--- src/rtl/iiitb_3bit_rc_dec.sv ---
// Receive-side decoder/checker for a 3-bit one-hot rotating ring counter.
// Decodes each legal pattern to an index, locks onto the rotation, counts errors and rotations.
module iiitb_3bit_rc_dec #(
  parameter int LOCK_CNT = 3,
  parameter int MISS_MAX = 2,
  parameter int ERR_W    = 8,
  parameter int ROT_W    = 8
) (
  input  logic             clk,
  input  logic             ori_n,
  input  logic [2:0]       rc_in,
  input  logic             rc_valid,
  input  logic             err_clr,
  output logic [1:0]       idx,
  output logic             idx_valid,
  output logic             locked,
  output logic             err,
  output logic [ERR_W-1:0] err_cnt,
  output logic             wrap,
  output logic [ROT_W-1:0] rot_cnt
);

  typedef enum logic [1:0] {SEARCH = 2'd0, TRACK = 2'd1, LOCKED = 2'd2} state_t;

  localparam logic [3:0] LOCK_C = 4'(LOCK_CNT);
  localparam logic [3:0] MISS_C = 4'(MISS_MAX);

  state_t           r_state, w_state;
  logic [2:0]       r_prev, w_prev;
  logic [3:0]       r_good, w_good;
  logic [3:0]       r_miss, w_miss;
  logic [1:0]       r_idx, w_idx;
  logic             r_idx_v, w_idx_v;
  logic             r_err, w_err;
  logic             r_wrap, w_wrap;
  logic [ERR_W-1:0] r_err_cnt, w_err_cnt;
  logic [ROT_W-1:0] r_rot, w_rot;

  logic       w_legal;
  logic       w_match;
  logic [2:0] w_succ;
  logic [1:0] w_dec;
  logic [3:0] w_good_inc;
  logic [3:0] w_miss_inc;

  always_comb begin
    w_legal = 1'b0;
    w_dec   = 2'd0;
    case (rc_in)
      3'b100:  begin w_legal = 1'b1; w_dec = 2'd0; end
      3'b010:  begin w_legal = 1'b1; w_dec = 2'd1; end
      3'b001:  begin w_legal = 1'b1; w_dec = 2'd2; end
      default: begin w_legal = 1'b0; w_dec = 2'd0; end
    endcase
  end

  assign w_succ     = {r_prev[0], r_prev[2:1]};
  assign w_match    = (rc_in == w_succ);
  assign w_good_inc = r_good + 4'd1;
  assign w_miss_inc = r_miss + 4'd1;

  always_comb begin
    w_state   = r_state;
    w_prev    = r_prev;
    w_good    = r_good;
    w_miss    = r_miss;
    w_idx     = r_idx;
    w_idx_v   = 1'b0;
    w_err     = 1'b0;
    w_wrap    = 1'b0;
    w_rot     = r_rot;
    if (rc_valid) begin
      if (w_legal) begin
        w_idx   = w_dec;
        w_idx_v = 1'b1;
      end
      case (r_state)
        SEARCH: begin
          if (w_legal) begin
            w_prev  = rc_in;
            w_good  = 4'd0;
            w_state = TRACK;
          end
        end
        TRACK: begin
          if (!w_legal) begin
            w_state = SEARCH;
          end else if (w_match) begin
            w_prev = rc_in;
            w_good = w_good_inc;
            if (w_good_inc == LOCK_C) begin
              w_state = LOCKED;
              w_miss  = 4'd0;
            end
          end else begin
            w_prev = rc_in;
            w_good = 4'd0;
          end
        end
        LOCKED: begin
          if (w_match) begin
            w_prev = rc_in;
            w_miss = 4'd0;
            if (rc_in == 3'b001) begin
              w_wrap = 1'b1;
              w_rot  = r_rot + 1'b1;
            end
          end else begin
            w_err  = 1'b1;
            w_miss = w_miss_inc;
            // Legal miss resyncs; illegal miss flywheels on the expected pattern.
            w_prev = w_legal ? rc_in : w_succ;
            if (w_miss_inc == MISS_C) begin
              w_state = SEARCH;
              w_good  = 4'd0;
            end
          end
        end
        default: w_state = SEARCH;
      endcase
    end
  end

  always_comb begin
    w_err_cnt = r_err_cnt;
    if (err_clr)
      w_err_cnt = w_err ? {{(ERR_W-1){1'b0}}, 1'b1} : '0;
    else if (w_err && !(&r_err_cnt))
      w_err_cnt = r_err_cnt + 1'b1;
  end

  always_ff @(posedge clk) begin
    if (!ori_n) begin
      r_state   <= SEARCH;
      r_prev    <= 3'b000;
      r_good    <= 4'd0;
      r_miss    <= 4'd0;
      r_idx     <= 2'd0;
      r_idx_v   <= 1'b0;
      r_err     <= 1'b0;
      r_wrap    <= 1'b0;
      r_err_cnt <= '0;
      r_rot     <= '0;
    end else begin
      r_state   <= w_state;
      r_prev    <= w_prev;
      r_good    <= w_good;
      r_miss    <= w_miss;
      r_idx     <= w_idx;
      r_idx_v   <= w_idx_v;
      r_err     <= w_err;
      r_wrap    <= w_wrap;
      r_err_cnt <= w_err_cnt;
      r_rot     <= w_rot;
    end
  end

  assign idx       = r_idx;
  assign idx_valid = r_idx_v;
  assign locked    = (r_state == LOCKED);
  assign err       = r_err;
  assign err_cnt   = r_err_cnt;
  assign wrap      = r_wrap;
  assign rot_cnt   = r_rot;

endmodule

--- config.mk ---
export PLATFORM = sky130hd
export DESIGN_NAME = iiitb_3bit_rc_dec
export DESIGN_NICKNAME = d
export VERILOG_FILES = /design/src/rtl/iiitb_3bit_rc_dec.sv
export SDC_FILE = /design/constraint.sdc
export NUM_CORES = 1
export LEC_CHECK = 0
export CORE_MARGIN = 4
export CORE_UTILIZATION = 50
export CTS_CLUSTER_DIAMETER = 120
export CTS_CLUSTER_SIZE = 24
export DETAILED_ROUTE_END_ITERATION = 8
export PLACE_DENSITY = 0.79
export SLEW_MARGIN = 25
export SYNTH_ARGS = -nofsm -noshare
export SYNTH_HDL_FRONTEND = slang
export SYNTH_SLANG_ARGS = --single-unit
--- constraint.sdc ---
create_clock -name clk -period 5.35 [get_ports clk]
set_input_delay 1.07 -clock clk [delete_from_list [all_inputs] [get_ports clk]]
set_output_delay 1.07 -clock clk [all_outputs]
set_load 0.1 [all_outputs]
Word level (Yosys, flattened, before mapping)
Cells that the tools add are included.

Input bits: 7. Register bits after elaboration: 34.

Reduce and logical (&&, ||, !) cells: 18. Multiplexer cells: 32. $add $sub $neg: 4. Eq/ne operators: 17.

Operators by type and width (count): 4-bit two-way mux (9); 8-bit by 1-bit adder with 8-bit output, second input constant (2); 8-bit two-way mux (2); 2-bit two-way mux (6); 4-bit one-hot mux with 3 select lines (1); 6-bit AND reduction (2); 2-bit != test, second input constant (5); 3-bit two-way mux (3); 4-bit by 1-bit adder with 4-bit output, second input constant (2); 4-bit by 2-bit equality test with 1-bit output, second input constant (2); 4-bit one-hot mux with 2 select lines (1); 4-bit AND reduction (2); 8-bit AND reduction (1); 1-bit two-way mux (7); 3-bit != test, second input constant (2); 2-bit one-hot mux with 3 select lines (1); 3-bit one-hot mux with 2 select lines (1); 2-bit nonzero test (3); 5-bit AND reduction (1); 2-bit by 1-bit != test with 1-bit output, second input constant (2); 2-bit one-hot mux with 2 select lines (1); 2-bit AND reduction (2); 3-bit by 1-bit equality test with 1-bit output, second input constant (1); 3-bit by 2-bit equality test with 1-bit output, second input constant (1); 11 further kinds (11).

Longest topological paths before layout
Word-level depth: 7. Depth in mapped cells: 7. Depth with buffers taken out: 7.

Worst setup path after synthesis
OpenSTA, ideal clock, no wires.

Path type: input port to flip-flop. From: input rc_in[1]. To: register r_miss[2]. Path slack: 2814 ps. Arrival: 2416 ps. Data required time: 5230 ps. Buffers on the path: 1. Cell stages on the path: 7. Cells stage by stage: buf_4 > xnor2_2 > nand4_2 > or3_4 > o21ai_4 > a21boi_2 > o31a_1.

Longest elaborated chain between the ends: 5. Elaborated cells between the ends (all ways): 11. Classes of those cells: 6 x eq/ne; 3 x mux; 2 x reduce/logical.

RTL lines: start, declared (RTL line 11) `input logic [2:0] rc_in,`; 3-bit by 1-bit equality test with 1-bit output, or another cell as far along (RTL line 49) `case (rc_in)`; 3-bit OR reduction (no line); 1-bit two-way mux (RTL line 49); 2-bit != test (no line); 5-bit AND reduction (no line); end signal, assigned (RTL line 148) `r_miss <= w_miss;`; end, declared (RTL line 31) `logic [3:0] r_miss, w_miss;`.

Several ways; a longest one is shown, not always the timed one. A chain may end at the register's enable or synchronous reset.

Worst setup path after layout
From: register r_state[1]. To: output locked.

Longest elaborated chain between the ends: 1.

RTL lines: start, declared (RTL line 28) `state_t r_state, w_state;`; start signal, assigned (RTL line 145) `r_state <= w_state;`; 2-bit equality test (RTL line 160) `assign locked = (r_state == LOCKED);`; end, declared (RTL line 16) `output logic locked,`.

No other way between the ends.

==> flow_summary.json <==
{
  "fmaxAchievable_mhz": 298,
  "first_iter_violations": 137,
  "cts_hold_buf": 0,
  "gp_congestion": 0.849,
  "vias_per_cell": 5.53,
  "max_cap_viol_count": 0,
  "status": "complete, no violations",
  "cts_sinks": 34,
  "arrival_ps": 2290,
  "max_stage_delay_ps": 1170,
  "tritoncts": "done",
  "slew_violations": 0,
  "worst-path-buf-inv": 2,
  "die_w_um": 69.1,
  "clk_latency_ps": 280,
  "row_count": 21,
  "rsz0062_at_grt": "no",
  "final_core_util_pct": 65.5,
  "port_buffers": 28,
  "synth_warnings": 0,
  "crit_fanout": 7,
  "die_h_um": 69.1,
  "antenna_found_initial": 0,
  "cp_slowest_cell": "clkdlybuf4s50_1",
  "root_buffer": "clkbuf_8",
  "synth-seq-cells": 34,
  "fin_crit_sh_pct": 62.7,
  "grt_max_degree": 30,
  "area_growth_pct": 21.7,
  "startpoint_type": "register",
  "p_per_area_nw_per_um2": 242,
  "clockBufferDepth": 2,
  "cp.required_ps": 4280,
  "crit_family": "buffers and inverters",
  "end_kind": "output pin",
  "dr.pass1.iters": 4,
  "post_cts_buffers": 0,
  "syn_nets": 229,
  "fin_crit_ps": 3360,
  "grt_overflow": 0,
  "dr_total_vias": 1603,
  "final_antenna_net_count": 0,
  "design.core.area_um2": 3470,
  "path_cells": "nand2b_2 > inv_1 > clkdlybuf4s50_1",
  "fin_nets": 257,
  "finalHoldViolations": 0,
  "p_leak_nw": 0.785,
  "routed_wirelength_mm": 3.70,
  "worstSetupPathType": "register to output pin",
  "tightest_slew_ps": 974,
  "postSynthAreaPerCell_um2": 8.65,
  "numCtsBuffers": 5,
  "netlist_instances": 216,
  "io_pins": 29,
  "clk_pin_slew_ps": 70,
  "antenna_cells": 0,
  "syn_area_um2": 1870,
  "routedWlPerCell_um": 12.8,
  "slew_headroom_pct": 34.9,
  "grt_pass1_wl_mm": 6.47,
  "ir_drop_mv": 0.220,
  "grt_pass1_vias": 1464,
  "drc": 0,
  "start_util_pct": 53.9,
  "ys_types": 50,
  "report.final.setup_viol": 0,
  "place_hpwl_mm": 2.76,
  "die_area_um2": 4780,
  "hp-class": "register to register",
  "h-tree-depth": 2,
  "cts-resized-gates": 0,
  "synth_seq_area_share_pct": 36.4,
  "drive_gt1_share_pct": 9.02,
  "skew_ps": 4.52,
  "setup_tns_ps": 0,
  "grt.total_usage_pct": 16.4
}
logic make-up after synthesis:
group,share of synthesized area (%)
muxes,1.07
DFF,36.4
xor gates and xnor gates,8.71
buffers and inverters,4.22
adders and majority gates,4.02
AOI/OAI and AO/OA,19.4
and+or+nand+nor,26.2
where the power goes:
group	leakage [nW]	switching (mW)	internal [mW]
sequential	0.275	0.00339	0.256
combinational	0.453	0.0309	0.0173
clock	0.0573	0.0923	0.149
worst min-delay path, cell delays in order, from the launching register on:
cell and delay [ps]:
dfxtp_1 330, inv_1 70, a211oi_1 60
cell usage after synthesis, drive strengths merged:
| cell | n | area (um2) |
|---|---|---|
| dfxtp | 34 | 681 |
| nor2 | 21 | 81.3 |
| nand2 | 17 | 63.8 |
| o21ai | 17 | 104 |
| xnor2 | 13 | 136 |
| a21oi | 9 | 45.0 |
| and2 | 9 | 56.3 |
| inv | 9 | 33.8 |
| nand4 | 8 | 56.3 |
| nor3 | 8 | 45.0 |
| a21boi | 7 | 56.3 |
| nand3 | 7 | 35.0 |
| ha | 6 | 75.1 |
| nor2b | 5 | 31.3 |
| and3 | 4 | 25.0 |
| buf | 4 | 33.8 |
| nand2b | 4 | 27.5 |
| clkbuf | 3 | 11.3 |
| or3 | 3 | 23.8 |
| xor2 | 3 | 26.3 |
| a31oi | 2 | 12.5 |
| mux2i | 2 | 20.0 |
| nand3b | 2 | 15.0 |
| o21a | 2 | 15.0 |
| o22ai | 2 | 12.5 |
| o31a | 2 | 17.5 |
| o31ai | 2 | 15.0 |
| a211oi | 1 | 7.51 |
| a21o | 1 | 7.51 |
| a22oi | 1 | 7.51 |
| a311oi | 1 | 26.3 |
| nor3b | 1 | 7.51 |
| o211ai | 1 | 7.51 |
| o311ai | 1 | 8.76 |
| o32a | 1 | 10.0 |
| o32ai | 1 | 8.76 |
| or4 | 1 | 11.3 |
| or4b | 1 | 10.0 |
routing by layer:
metal	vias to the layer above	GRT usage [%]	part of all wire [%]
met2	33	27.8	48
met3	7	3.63	4.4
li1	822	-	-
met4	0	6.51	1.8
met1	741	20.2	46
met5	-	0	0
final cells by class:
type	count	area (um2)
sequential	34	681
clock inverter	1	30.0
timing repair buffer	28	280
clock buffer	6	82.6
tap	46	57.6
inverter	9	33.8
fill	312	1190
multi-input combinational	166	1110
path summary, 6_finish.rpt:
kind              startpoint    endpoint  slack, ps  cells after the start
setup / recovery  r_state[1]      locked       1990                      3
hold / removal    err_cnt[6]  err_cnt[6]        510                      2
setup reg to reg  r_state[1]  rot_cnt[6]       3400                      7
hold reg to reg   err_cnt[6]  err_cnt[6]        510                      2
stage by stage:
| step | total power, mW | worst slack, ps | cell area [um2] | hold slack (ps) | instances |
|---|---|---|---|---|---|
| final | 0.549 | 1990 | 2270 | 512 | 290 |
| after global routing | 0.570 | 1900 | 2270 | 550 | 290 |
| after CTS | 0.554 | 1970 | 2270 | 517 | 290 |
| after detailed placement | 0.314 | 2090 | 2160 | 506 | 283 |
| after global placement | 0.314 | 2130 | 2160 | 490 | 283 |
| after floorplan | 0.303 | 2810 | 1870 | 461 | 216 |
state kept, by name, indices dropped and copies added, names as in the netlist:
name / count
idx_valid: 1
r_miss: 4
r_state: 2
r_good: 4
r_prev: 3
idx: 2
wrap: 1
rot_cnt: 8
err_cnt: 8
err: 1
placed cells by master, fill, tap and decap left out, types with 2 or more instances in the layout:
master,n
a21boi_0,5
a21oi_1,9
a31oi_1,2
and2_1,9
and3_1,4
clkbuf_8,6
clkdlybuf4s50_1,28
dfxtp_1,34
ha_1,6
inv_1,9
mux2i_1,2
nand2_1,17
nand2b_1,3
nand3_1,7
nand3b_1,2
nand4_1,7
nor2_1,20
nor2b_1,5
nor3_1,7
o21a_1,2
o21ai_0,13
o21ai_2,2
o22ai_1,2
o31a_1,2
o31ai_1,2
or3_1,2
xnor2_1,10
xnor2_2,3
xor2_1,3
No activity file was read; power rests on OpenSTA's default activity.
